--- config.mk ---
export PLATFORM = sky130hd
export DESIGN_NAME = tcm_arbiter_flat
export DESIGN_NICKNAME = d
export VERILOG_FILES = /design/src/rtl/tcm_arbiter_if.sv /design/src/rtl/tcm_arbiter.sv /design/src/flat_wrapper.sv
export SDC_FILE = /design/constraint.sdc
export NUM_CORES = 1
export LEC_CHECK = 0
export ABC_CLOCK_PERIOD_IN_PS = 3900
export CAP_MARGIN = 20
export CORE_MARGIN = 5
export CORE_UTILIZATION = 31
export DETAILED_ROUTE_END_ITERATION = 7
export PLACE_DENSITY = 0.82
export REMOVE_ABC_BUFFERS = 1
export SLEW_MARGIN = 20
export SYNTH_ARGS = -nofsm -noshare
export SYNTH_HDL_FRONTEND = slang
export SYNTH_SLANG_ARGS = --single-unit
--- constraint.sdc ---
create_clock -name clk -period 3.9 [get_ports clk]
set_input_delay 0.78 -clock clk [delete_from_list [all_inputs] [get_ports clk]]
set_output_delay 0.78 -clock clk [all_outputs]
set_load 0.1 [all_outputs]
--- src/rtl/tcm_arbiter_if.sv ---
// Request, response and SRAM-side signals of the TCM arbiter, bundled so the
// core side (master) and the arbiter (slave) share one connection.
interface tcm_arbiter_if #(
  parameter int ADDR_W = 16,
  parameter int DATA_W = 32
);
  logic                  ifu_req_vld;
  logic                  ifu_req_rdy;
  logic [ADDR_W-1:0]     ifu_req_addr;
  logic                  ifu_rsp_vld;
  logic                  ifu_rsp_rdy;
  logic [DATA_W-1:0]     ifu_rsp_data;

  logic                  lsu_req_vld;
  logic                  lsu_req_rdy;
  logic [ADDR_W-1:0]     lsu_req_addr;
  logic                  lsu_req_we;
  logic [DATA_W-1:0]     lsu_req_wdata;
  logic [DATA_W/8-1:0]   lsu_req_wem;
  logic                  lsu_rsp_vld;
  logic                  lsu_rsp_rdy;
  logic [DATA_W-1:0]     lsu_rsp_data;

  logic                  ram_cs;
  logic                  ram_we;
  logic [ADDR_W-3:0]     ram_addr;
  logic [DATA_W/8-1:0]   ram_wem;
  logic [DATA_W-1:0]     ram_din;
  logic [DATA_W-1:0]     ram_dout;

  modport slave (
    input  ifu_req_vld, ifu_req_addr, ifu_rsp_rdy,
    input  lsu_req_vld, lsu_req_addr, lsu_req_we, lsu_req_wdata, lsu_req_wem, lsu_rsp_rdy,
    input  ram_dout,
    output ifu_req_rdy, ifu_rsp_vld, ifu_rsp_data,
    output lsu_req_rdy, lsu_rsp_vld, lsu_rsp_data,
    output ram_cs, ram_we, ram_addr, ram_wem, ram_din
  );

  modport master (
    output ifu_req_vld, ifu_req_addr, ifu_rsp_rdy,
    output lsu_req_vld, lsu_req_addr, lsu_req_we, lsu_req_wdata, lsu_req_wem, lsu_rsp_rdy,
    output ram_dout,
    input  ifu_req_rdy, ifu_rsp_vld, ifu_rsp_data,
    input  lsu_req_rdy, lsu_rsp_vld, lsu_rsp_data,
    input  ram_cs, ram_we, ram_addr, ram_wem, ram_din
  );
endinterface

--- src/rtl/tcm_arbiter.sv ---
// Shares one single-port TCM between IFU and LSU: fixed LSU priority with a
// starvation guard, one access in flight, one-entry hold buffer for backpressure.
module tcm_arbiter #(
  parameter int ADDR_W     = 16,
  parameter int DATA_W     = 32,
  parameter int STARVE_MAX = 4
) (
  input  logic           clk,
  input  logic           rst_n,
  tcm_arbiter_if.slave   bus
);
  localparam int CNT_W = $clog2(STARVE_MAX + 1);
  localparam int WEM_W = DATA_W / 8;
  localparam int WA_W  = ADDR_W - 2;

  logic              rsp_vld_r;
  logic              rsp_own_r;
  logic              rsp_wr_r;
  logic              hold_vld_r;
  logic [DATA_W-1:0] hold_data_r;
  logic [CNT_W-1:0]  starve_cnt_r;

  logic              owner_rdy_s;
  logic              can_issue_s;
  logic              starve_s;
  logic              lsu_gnt_s;
  logic              ifu_gnt_s;
  logic              lsu_issue_s;
  logic              ifu_issue_s;
  logic              issue_s;
  logic [DATA_W-1:0] rsp_data_s;
  logic              unused_addr_lsb_s;

  assign unused_addr_lsb_s = ^{bus.ifu_req_addr[1:0], bus.lsu_req_addr[1:0]};

  // Arbitration and issue qualification. A stalled response frees the port
  // in the cycle it is accepted, so rsp_vld/owner ready alone gate issue.
  always_comb begin
    owner_rdy_s = rsp_own_r ? bus.lsu_rsp_rdy : bus.ifu_rsp_rdy;
    can_issue_s = rst_n && (!rsp_vld_r || owner_rdy_s);
    starve_s    = (starve_cnt_r == CNT_W'(STARVE_MAX));
    lsu_gnt_s   = bus.lsu_req_vld && !(starve_s && bus.ifu_req_vld);
    ifu_gnt_s   = !lsu_gnt_s && bus.ifu_req_vld;
    lsu_issue_s = can_issue_s && lsu_gnt_s;
    ifu_issue_s = can_issue_s && ifu_gnt_s;
    issue_s     = lsu_issue_s || ifu_issue_s;
  end

  assign bus.lsu_req_rdy = lsu_issue_s;
  assign bus.ifu_req_rdy = ifu_issue_s;

  // SRAM command: driven only on an issue cycle, all-zero otherwise.
  always_comb begin
    bus.ram_cs   = 1'b0;
    bus.ram_we   = 1'b0;
    bus.ram_addr = {WA_W{1'b0}};
    bus.ram_wem  = {WEM_W{1'b0}};
    bus.ram_din  = {DATA_W{1'b0}};
    if (lsu_issue_s) begin
      bus.ram_cs   = 1'b1;
      bus.ram_addr = bus.lsu_req_addr[ADDR_W-1:2];
      if (bus.lsu_req_we) begin
        bus.ram_we  = 1'b1;
        bus.ram_wem = bus.lsu_req_wem;
        bus.ram_din = bus.lsu_req_wdata;
      end else begin
        bus.ram_we  = 1'b0;
      end
    end else if (ifu_issue_s) begin
      bus.ram_cs   = 1'b1;
      bus.ram_addr = bus.ifu_req_addr[ADDR_W-1:2];
    end else begin
      bus.ram_cs   = 1'b0;
    end
  end

  // Response data and per-owner steering.
  always_comb begin
    rsp_data_s       = {DATA_W{1'b0}};
    bus.ifu_rsp_vld  = 1'b0;
    bus.lsu_rsp_vld  = 1'b0;
    bus.ifu_rsp_data = {DATA_W{1'b0}};
    bus.lsu_rsp_data = {DATA_W{1'b0}};
    if (rsp_wr_r) begin
      rsp_data_s = {DATA_W{1'b0}};
    end else if (hold_vld_r) begin
      rsp_data_s = hold_data_r;
    end else begin
      rsp_data_s = bus.ram_dout;
    end
    if (rsp_vld_r && rsp_own_r) begin
      bus.lsu_rsp_vld  = 1'b1;
      bus.lsu_rsp_data = rsp_data_s;
    end else if (rsp_vld_r) begin
      bus.ifu_rsp_vld  = 1'b1;
      bus.ifu_rsp_data = rsp_data_s;
    end else begin
      bus.ifu_rsp_vld  = 1'b0;
    end
  end

  // Response stage, hold buffer and starvation counter.
  always_ff @(posedge clk or negedge rst_n) begin
    if (!rst_n) begin
      rsp_vld_r    <= 1'b0;
      rsp_own_r    <= 1'b0;
      rsp_wr_r     <= 1'b0;
      hold_vld_r   <= 1'b0;
      hold_data_r  <= {DATA_W{1'b0}};
      starve_cnt_r <= {CNT_W{1'b0}};
    end else begin
      if (issue_s) begin
        rsp_own_r <= lsu_issue_s;
        rsp_wr_r  <= lsu_issue_s && bus.lsu_req_we;
      end else begin
        rsp_own_r <= rsp_own_r;
        rsp_wr_r  <= rsp_wr_r;
      end

      if (!rsp_vld_r) begin
        rsp_vld_r  <= issue_s;
      end else if (owner_rdy_s) begin
        rsp_vld_r  <= issue_s;
        hold_vld_r <= 1'b0;
      end else if (!hold_vld_r) begin
        // SRAM output is only valid for one cycle; capture it on first stall.
        hold_vld_r  <= 1'b1;
        hold_data_r <= rsp_wr_r ? {DATA_W{1'b0}} : bus.ram_dout;
      end else begin
        hold_vld_r  <= hold_vld_r;
      end

      if (ifu_issue_s || !bus.ifu_req_vld) begin
        starve_cnt_r <= {CNT_W{1'b0}};
      end else if (lsu_issue_s && !starve_s) begin
        starve_cnt_r <= starve_cnt_r + CNT_W'(1);
      end else begin
        starve_cnt_r <= starve_cnt_r;
      end
    end
  end
endmodule

--- src/flat_wrapper.sv ---
// flat-port wrapper written by rule: the top's interface ports become plain ports
module tcm_arbiter_flat 
#(
  parameter int ADDR_W     = 16,
  parameter int DATA_W     = 32,
  parameter int STARVE_MAX = 4
)
  (clk, rst_n, bus_ifu_req_vld, bus_ifu_req_addr, bus_ifu_rsp_rdy, bus_lsu_req_vld, bus_lsu_req_addr, bus_lsu_req_we, bus_lsu_req_wdata, bus_lsu_req_wem, bus_lsu_rsp_rdy, bus_ram_dout, bus_ifu_req_rdy, bus_ifu_rsp_vld, bus_ifu_rsp_data, bus_lsu_req_rdy, bus_lsu_rsp_vld, bus_lsu_rsp_data, bus_ram_cs, bus_ram_we, bus_ram_addr, bus_ram_wem, bus_ram_din);
  tcm_arbiter_if #(.ADDR_W(ADDR_W), .DATA_W(DATA_W)) bus_i ();
  input  logic clk;
  input  logic rst_n;
  input wire logic [$bits(bus_i.ifu_req_vld)-1:0] bus_ifu_req_vld;
  input wire logic [$bits(bus_i.ifu_req_addr)-1:0] bus_ifu_req_addr;
  input wire logic [$bits(bus_i.ifu_rsp_rdy)-1:0] bus_ifu_rsp_rdy;
  input wire logic [$bits(bus_i.lsu_req_vld)-1:0] bus_lsu_req_vld;
  input wire logic [$bits(bus_i.lsu_req_addr)-1:0] bus_lsu_req_addr;
  input wire logic [$bits(bus_i.lsu_req_we)-1:0] bus_lsu_req_we;
  input wire logic [$bits(bus_i.lsu_req_wdata)-1:0] bus_lsu_req_wdata;
  input wire logic [$bits(bus_i.lsu_req_wem)-1:0] bus_lsu_req_wem;
  input wire logic [$bits(bus_i.lsu_rsp_rdy)-1:0] bus_lsu_rsp_rdy;
  input wire logic [$bits(bus_i.ram_dout)-1:0] bus_ram_dout;
  output wire logic [$bits(bus_i.ifu_req_rdy)-1:0] bus_ifu_req_rdy;
  output wire logic [$bits(bus_i.ifu_rsp_vld)-1:0] bus_ifu_rsp_vld;
  output wire logic [$bits(bus_i.ifu_rsp_data)-1:0] bus_ifu_rsp_data;
  output wire logic [$bits(bus_i.lsu_req_rdy)-1:0] bus_lsu_req_rdy;
  output wire logic [$bits(bus_i.lsu_rsp_vld)-1:0] bus_lsu_rsp_vld;
  output wire logic [$bits(bus_i.lsu_rsp_data)-1:0] bus_lsu_rsp_data;
  output wire logic [$bits(bus_i.ram_cs)-1:0] bus_ram_cs;
  output wire logic [$bits(bus_i.ram_we)-1:0] bus_ram_we;
  output wire logic [$bits(bus_i.ram_addr)-1:0] bus_ram_addr;
  output wire logic [$bits(bus_i.ram_wem)-1:0] bus_ram_wem;
  output wire logic [$bits(bus_i.ram_din)-1:0] bus_ram_din;
  assign bus_i.ifu_req_vld = bus_ifu_req_vld;
  assign bus_i.ifu_req_addr = bus_ifu_req_addr;
  assign bus_i.ifu_rsp_rdy = bus_ifu_rsp_rdy;
  assign bus_i.lsu_req_vld = bus_lsu_req_vld;
  assign bus_i.lsu_req_addr = bus_lsu_req_addr;
  assign bus_i.lsu_req_we = bus_lsu_req_we;
  assign bus_i.lsu_req_wdata = bus_lsu_req_wdata;
  assign bus_i.lsu_req_wem = bus_lsu_req_wem;
  assign bus_i.lsu_rsp_rdy = bus_lsu_rsp_rdy;
  assign bus_i.ram_dout = bus_ram_dout;
  assign bus_ifu_req_rdy = bus_i.ifu_req_rdy;
  assign bus_ifu_rsp_vld = bus_i.ifu_rsp_vld;
  assign bus_ifu_rsp_data = bus_i.ifu_rsp_data;
  assign bus_lsu_req_rdy = bus_i.lsu_req_rdy;
  assign bus_lsu_rsp_vld = bus_i.lsu_rsp_vld;
  assign bus_lsu_rsp_data = bus_i.lsu_rsp_data;
  assign bus_ram_cs = bus_i.ram_cs;
  assign bus_ram_we = bus_i.ram_we;
  assign bus_ram_addr = bus_i.ram_addr;
  assign bus_ram_wem = bus_i.ram_wem;
  assign bus_ram_din = bus_i.ram_din;
  tcm_arbiter #(.ADDR_W(ADDR_W), .DATA_W(DATA_W), .STARVE_MAX(STARVE_MAX)) u_core (.clk(clk), .rst_n(rst_n), .bus(bus_i));
endmodule
==> metrics.txt, run 1 <==
Post-Syn Instances 391; Core Box Area 10140 um^2; setup slack, reg-to-reg 1.54 ns; initial core utilization 31.35%; outcome finished, final reports clean; worst endpoint required time 3.12 ns; worst slew pin tran 1.017 ns; Hold Path Class input pin to asynchronous set/reset pin; max cap viols 0; Num CTS Buffers 5; leakage 3.041 nW; Total GRT Usage 19.93%; Max-Slew Margin vs Limit 32.22%; RSZ-0062 raised after global routing no; critical path arrival 2.51 ns; busiest grt layer met2; fmax 303.8 MHz; clock tree buffer depth 2; Port Buf Inserts 222; final core utilization 66.81%; Final TNS setup 0 ns; Pre-antenna DRT Iters 4; number of global-route vias before repair 3877; max-slew violations 0; largest net degree at the start of global routing 41; PwrDens 515.9 nW/um^2; Synth cell types 27; first-pass GRT wire length 20210 um; # diodes 0; Remaining Overflow, GRT 0; Crit Reg-Reg Endpoint u_core.hold_data_r[17]; shortest period the worst path allows 3.292 ns; Die Ht 111.3 um; register area share after synthesis 30.71%; Fin. Hold Viols 0; Syn Std Cell Area 3178 um^2; Total Wirelength 12420 um; R2R Path Start u_core.hold_vld_r; Critical Path Max Stage Delay 0.42 ns; initial antenna violation count 0; die width 111.3 um; CP endpoint kind output pin; Crit Path Max Fanout 40; # clock sinks 39; dpl hpwl 10260 um; YS warnings 0; cell repeated most along the worst path buf_4; # resized after CTS 0; global-route met1 utilization 21.56%; CTS tree yes; synth-to-layout area growth 113.1%; Max H-tree Level 2; DR iter-0 viols 133; final setup vio count 0; Worst path slowest cell clkdlybuf4s50_1; Skew-Pair Late Insertion Delay 0.29 ns; hold_buf cts 0; Mean Syn Cell Area 8.128 um^2; top cells by area, synth dfrtp_1, mux2_4, mux2i_1; gp weighted congestion 0.7810; GR met2 Demand/Resource 36.99%; Setup Skew 0.006130 ns; Post-DRT Antenna Nets 0; I/O pin count 227; crit path launch type input pin; Synth Register Bits 39; share of cells above drive strength 1 29.72%; VDD IR max 0.2527 mV; Tcrit/Tclk final 84.41%; Post-CTS Setup Inserts 0; Vias/cell 4.748; Die ar. 12380 um^2; Root Buffer clkbuf_8; # rows 37; Layout Nets 707; worst setup path class input pin to output pin; R2R cell count 3; Yosys top cell area share 30.71%; Worst-path clk slew 0.08 ns; area leader, netlist dfrtp_1; M3 GR Usage 7.041%; via count 3490; DRC 0; DR WL/cell 16.90 um; CP Cell Sequence clkdlybuf4s50_1, nand3_1, buf_4, o2111ai_2, buf_4, nor3_1, buf_12
[critical path, delay by kind of cell]
family                 cells  cell delay (ns)
AND/OR/NAND/NOR            2             0.45
AO/OA/AOI/OAI              1             0.13
buffers and inverters      4             1.13
[flip-flops by register name, summed over array words and instances, names as in the netlist]
register and cells:
u_core.rsp_own_r 1, u_core.hold_data_r 32, u_core.rsp_vld_r 1, u_core.starve_cnt_r 3, u_core.rsp_wr_r 1, u_core.hold_vld_r 1
[placed cells by master (no fill, tap or decap), types with 2 or more instances in the layout]
master | synthesis | final
buf_4 | 1 | 12
nand2_1 | 8 | 8
clkdlybuf4s50_1 | 0 | 101
mux2i_1 | 34 | 34
ha_1 | 2 | 2
dfrtp_1 | 39 | 38
clkbuf_8 | 0 | 5
nand4_1 | 2 | 2
nor2_1 | 69 | 69
nor3_1 | 36 | 36
inv_1 | 45 | 45
buf_12 | 0 | 118
nor2b_1 | 32 | 32
mux2_4 | 30 | 30
o21ai_0 | 2 | 2
o22ai_1 | 2 | 2
nand3_1 | 31 | 31
mux2_2 | 3 | 3
a21oi_1 | 16 | 16
[cell type report]
type	instances	area, um^2
clock buffer	5	68.82
clock inverter	3	43.79
fill	721	3364
inverter	45	168.9
multi-input combinational	275	1877
sequential	39	977.2
tap	136	170.2
timing repair buffer	232	3468
[cells in the mapped netlist]
master and n:
a21bo_2 1, a21oi_1 16, a221oi_1 1, buf_2 8, buf_4 1, buf_6 3, clkbuf_1 20, dfrtp_1 39
ha_1 2, inv_1 45, mux2_2 3, mux2_4 30, mux2i_1 34, mux2i_2 1, nand2_1 8, nand3_1 31
nand3_4 1, nand4_1 2, nand4b_1 1, nor2_1 69, nor2b_1 32, nor3_1 36, o2111ai_2 1, o21ai_0 2
o21ai_1 1, o21ai_2 1, o22ai_1 2
[metrics by stage]
step                power (mW)  area, um^2  hold WS (ns)  setup WS [ns]  std cells
floorplan                2.273        3022        0.4792        -0.8626        359
global placement         3.123        6661        0.4865         0.7106        727
detailed placement       3.179        6661        0.4964         0.6044        727
CTS                      3.527        6774        0.3542         0.5875        735
global route             3.650        6774        0.3538         0.5048        735
finish                   3.495        6774        0.3665         0.6078        735
[worst max path at each step]
stage / depth (start not counted) / end / from / slack, ns
detailed placement: 7 / bus_ram_din[17] / bus_ifu_req_vld / 0.60
global placement: 7 / bus_ram_din[8] / bus_ifu_req_vld / 0.71
finish: 7 / bus_ram_din[0] / bus_ifu_req_vld / 0.61
CTS: 7 / bus_ram_din[0] / bus_ifu_req_vld / 0.59
global route: 7 / bus_ram_din[0] / bus_ifu_req_vld / 0.50
floorplan: 3 / bus_ram_din[0] / bus_ifu_req_vld / -0.86
[power breakdown]
group	leakage, nW	internal, mW	switching (mW)
logic	2.50	0.965	1.47
clock network	0.0581	0.190	0.143
registers	0.483	0.578	0.148
[cell families after synthesis]
group	count (synthesis)	share of synthesized area (%)
and+or+nand+nor	180	27.17
DFF	39	30.71
AOI/OAI and AO/OA	25	4.724
buffers and inverters	77	10.24
adders and majority gates	2	0.7873
muxes	68	26.38
[metal layers]
| layer | wire length, um | part of all wire [%] |
|---|---|---|
| met1 | 4607 | 37 |
| met2 | 6629 | 53 |
| met3 | 990 | 8.0 |
| met4 | 194 | 1.6 |
| met5 | 0 | 0 |
Power figures use the tool's default switching activity.
==> run 2: changes to the inputs <==
- ABC_CLOCK_PERIOD_IN_PS: 3900 -> 3000
- PLACE_DENSITY: 0.82 -> 0.85
- clock period: 3.9 -> 3 ns (I/O delays scaled with it)
==> run 2 against run 1 <==
  * Critical path depth is 2 lower
  * Clock skew is 0.00095 ns lower
  * Critical endpoint is now bus_ram_din[19]
  * Worst hold slack worse by 0.20 ns
  * Clock-buffer cell count is 1 higher
  * Register-to-register slack worse by 0.60 ns
  * Via count is 2.1% higher
  * Flip-flop and latch count stayed put
  * Cell count is 0.68% higher
  * Sequential share of layout area is 0.18 points lower
  * Highest routed layer unchanged
  * Combinational power is 32% higher
==> metrics.txt, run 2 (synthesized netlist as in run 1, its figures left out) <==
Root Buffer clkbuf_8 (unchanged); # rows 37 (unchanged); Crit Path Max Fanout 40 (unchanged); clock tree buffer depth 2 (unchanged); worst slew pin tran 0.6041 ns (was 1.017 ns); Die Ht 111.3 um (unchanged); worst setup path class input pin to output pin (unchanged); fmax 349.5 MHz; Internal 2.354 mW (was 1.733 mW); # diodes 0 (unchanged); combinational share of power 69.3% (was 69.7%); commonest non-fill, non-tap cells in the layout buf_12, clkdlybuf4s50_1, nor2_1 (unchanged); initial antenna violation count 0 (unchanged); crit path launch type input pin (unchanged); dpl hpwl 10110 um (was 10260 um); PwrDens 675.5 nW/um^2 (was 515.9 nW/um^2); max cap viols 0 (unchanged); footprint of the multi-input gates 1882 um^2 (was 1877 um^2); FF/Latch Area 977.2 um^2 (unchanged); Total Wirelength 12170 um (was 12420 um); outcome finished, final reports clean (unchanged); switching power 2.281 mW (was 1.762 mW); share of cells above drive strength 1 30.30% (was 29.72%); Tcrit/Tclk final 95.39%; most common cell after layout, fill and taps aside buf_12 (unchanged); Pre-antenna DRT Iters 5 (was 4); Max H-tree Level 2 (unchanged); DRC 0 (unchanged); fillers 703 (was 721); Setup Skew 0.005179 ns (was 0.006130 ns); shortest period the worst path allows 2.862 ns; # clock sinks 39 (unchanged); Die ar. 12380 um^2 (unchanged); top flop regs u_core.hold_data_r x32, u_core.starve_cnt_r x3 (unchanged); Post-DRT Antenna Nets 0 (unchanged); leakage 3.083 nW (was 3.041 nW); worst hold margin 0.1702 ns (was 0.3665 ns); Crit Reg-Reg Endpoint u_core.hold_data_r[18] (was u_core.hold_data_r[17]); synth-to-layout area growth 115.9% (was 113.1%); initial core utilization 31.35% (unchanged); Critical Path Max Stage Delay 0.67 ns (was 0.42 ns); CP Cell Sequence clkdlybuf4s50_1, o2111ai_2, buf_12, nor3_1, buf_12 (was clkdlybuf4s50_1, nand3_1, buf_4, o2111ai_2, buf_4, nor3_1, buf_12); DR iter-0 viols 160 (was 133); Max-Slew Margin vs Limit 59.73% (was 32.22%); Net Sw Frac 49.21% (was 50.42%); cell repeated most along the worst path buf_12 (was buf_4); critical path arrival 2.26 ns (was 2.51 ns); Hold Path Class input pin to asynchronous set/reset pin (unchanged); largest net degree at the start of global routing 41 (unchanged); max-slew violations 0 (unchanged); largest register by flop count u_core.hold_data_r (unchanged); gp weighted congestion 0.7780 (was 0.7810); setup slack, reg-to-reg 0.94 ns (was 1.54 ns); Skew-Pair Late Insertion Delay 0.28 ns (was 0.29 ns); Worst-path clk slew 0.07 ns (was 0.08 ns); DR WL/cell 16.44 um (was 16.90 um); final setup vio count 0 (unchanged); Worst path slowest cell clkdlybuf4s50_1 (unchanged); Total GRT Usage 19.30% (was 19.93%); Remaining Overflow, GRT 0 (unchanged); number of flip-flops in the largest register 32 (unchanged); via count 3562 (was 3490); VDD IR max 0.3175 mV (was 0.2527 mV); number of global-route vias before repair 3828 (was 3877); die width 111.3 um (unchanged); first-pass GRT wire length 19670 um (was 20210 um); hold_buf cts 0 (unchanged); R2R Path Start u_core.hold_vld_r (unchanged); RSZ-0062 raised after global routing no (unchanged); Vias/cell 4.814 (was 4.748); Flop pwr share 19.7% (was 20.8%); CTS tree yes (unchanged); Num CTS Buffers 5 (unchanged); Port Buf Inserts 222 (unchanged); worst endpoint required time 2.40 ns (was 3.12 ns); Place WS 0.1191 ns (was 0.6044 ns); CP endpoint kind output pin (unchanged); clock power share 11.0% (was 9.5%); R2R cell count 5 (was 3); I/O pin count 227 (unchanged); Fin. Hold Viols 0 (unchanged); Worst Slack Setup Final 0.1384 ns (was 0.6078 ns); Core Box Area 10140 um^2 (unchanged); Layout Nets 712 (was 707)
[run 2: cell count changes in the layout (fill, tap and decap cells not counted), sizes merged]
cell,previous run,this run
buf,131,136
bufinv,1,2
clkbuf,5,6
clkinv,2,0
[run 2: worst max path at each step]
stage,startpoint,to,slack [ns],cells after the start
after global placement,bus_lsu_req_vld,bus_ram_addr[1],0.19,5
after global routing,bus_lsu_req_vld,bus_ram_din[20],0.0007,5
final,bus_lsu_req_vld,bus_ram_din[19],0.14,5
after CTS,bus_lsu_req_vld,bus_ram_wem[2],0.12,5
after detailed placement,bus_lsu_req_vld,bus_ram_wem[2],0.12,5
after floorplan,u_core.starve_cnt_r[0],bus_ram_din[0],-1.45,5
[run 2: through the flow]
| step | instance area [um^2] | std cells | TNS, ns | util (%) | power (mW) |
|---|---|---|---|---|---|
| global placement | 6724 | 732 | 0 | 66.32 | 4.070 |
| global route | 6862 | 740 | 0 | 67.68 | 4.827 |
| detailed placement | 6724 | 732 | 0 | 66.32 | 4.150 |
| finish | 6862 | 740 | 0 | 67.68 | 4.635 |
| CTS | 6857 | 740 | 0 | 67.63 | 4.675 |
| floorplan | 3022 | 359 | -85.51 | - | 2.955 |
[run 2: repair_timing]
item / in CTS / in global routing
resized for setup: 0 / 1
setup endpoints to repair: 0 / 1
setup buffers: 0 / 0
[run 2: cell type report]
type | count | share of cell area, %
Tap cell | 136 | 2.480
Multi-Input combinational cell | 275 | 27.43
Sequential cell | 39 | 14.24
Clock inverter | 2 | 0.8753
Inverter | 45 | 2.462
Timing Repair Buffer | 237 | 51.46
Clock buffer | 6 | 1.058
[run 2: power by group through the flow]
stage	Sequential [mW]	Clock, mW	Combinational, mW
4_1_cts	0.909	0.525	3.24
5_1_grt	0.936	0.547	3.34
3_5_place_dp	0.917	0	3.23
2_1_floorplan	0.908	0	2.05
6_report	0.912	0.511	3.21
3_3_place_gp	0.893	0	3.18
[run 2: layer usage]
layer  GRT usage, %  part of all wire [%]
met2          37.03                    54
met1          20.24                    36
met5              0                     0
met4          3.893                   1.3
met3          6.605                   8.7
[run 2: worst max-delay path: cells and delay by family]
kind	cells	cell delay, ns
buf+inv	3	1.12
simple gates	1	0.32
compound gates	1	0.20
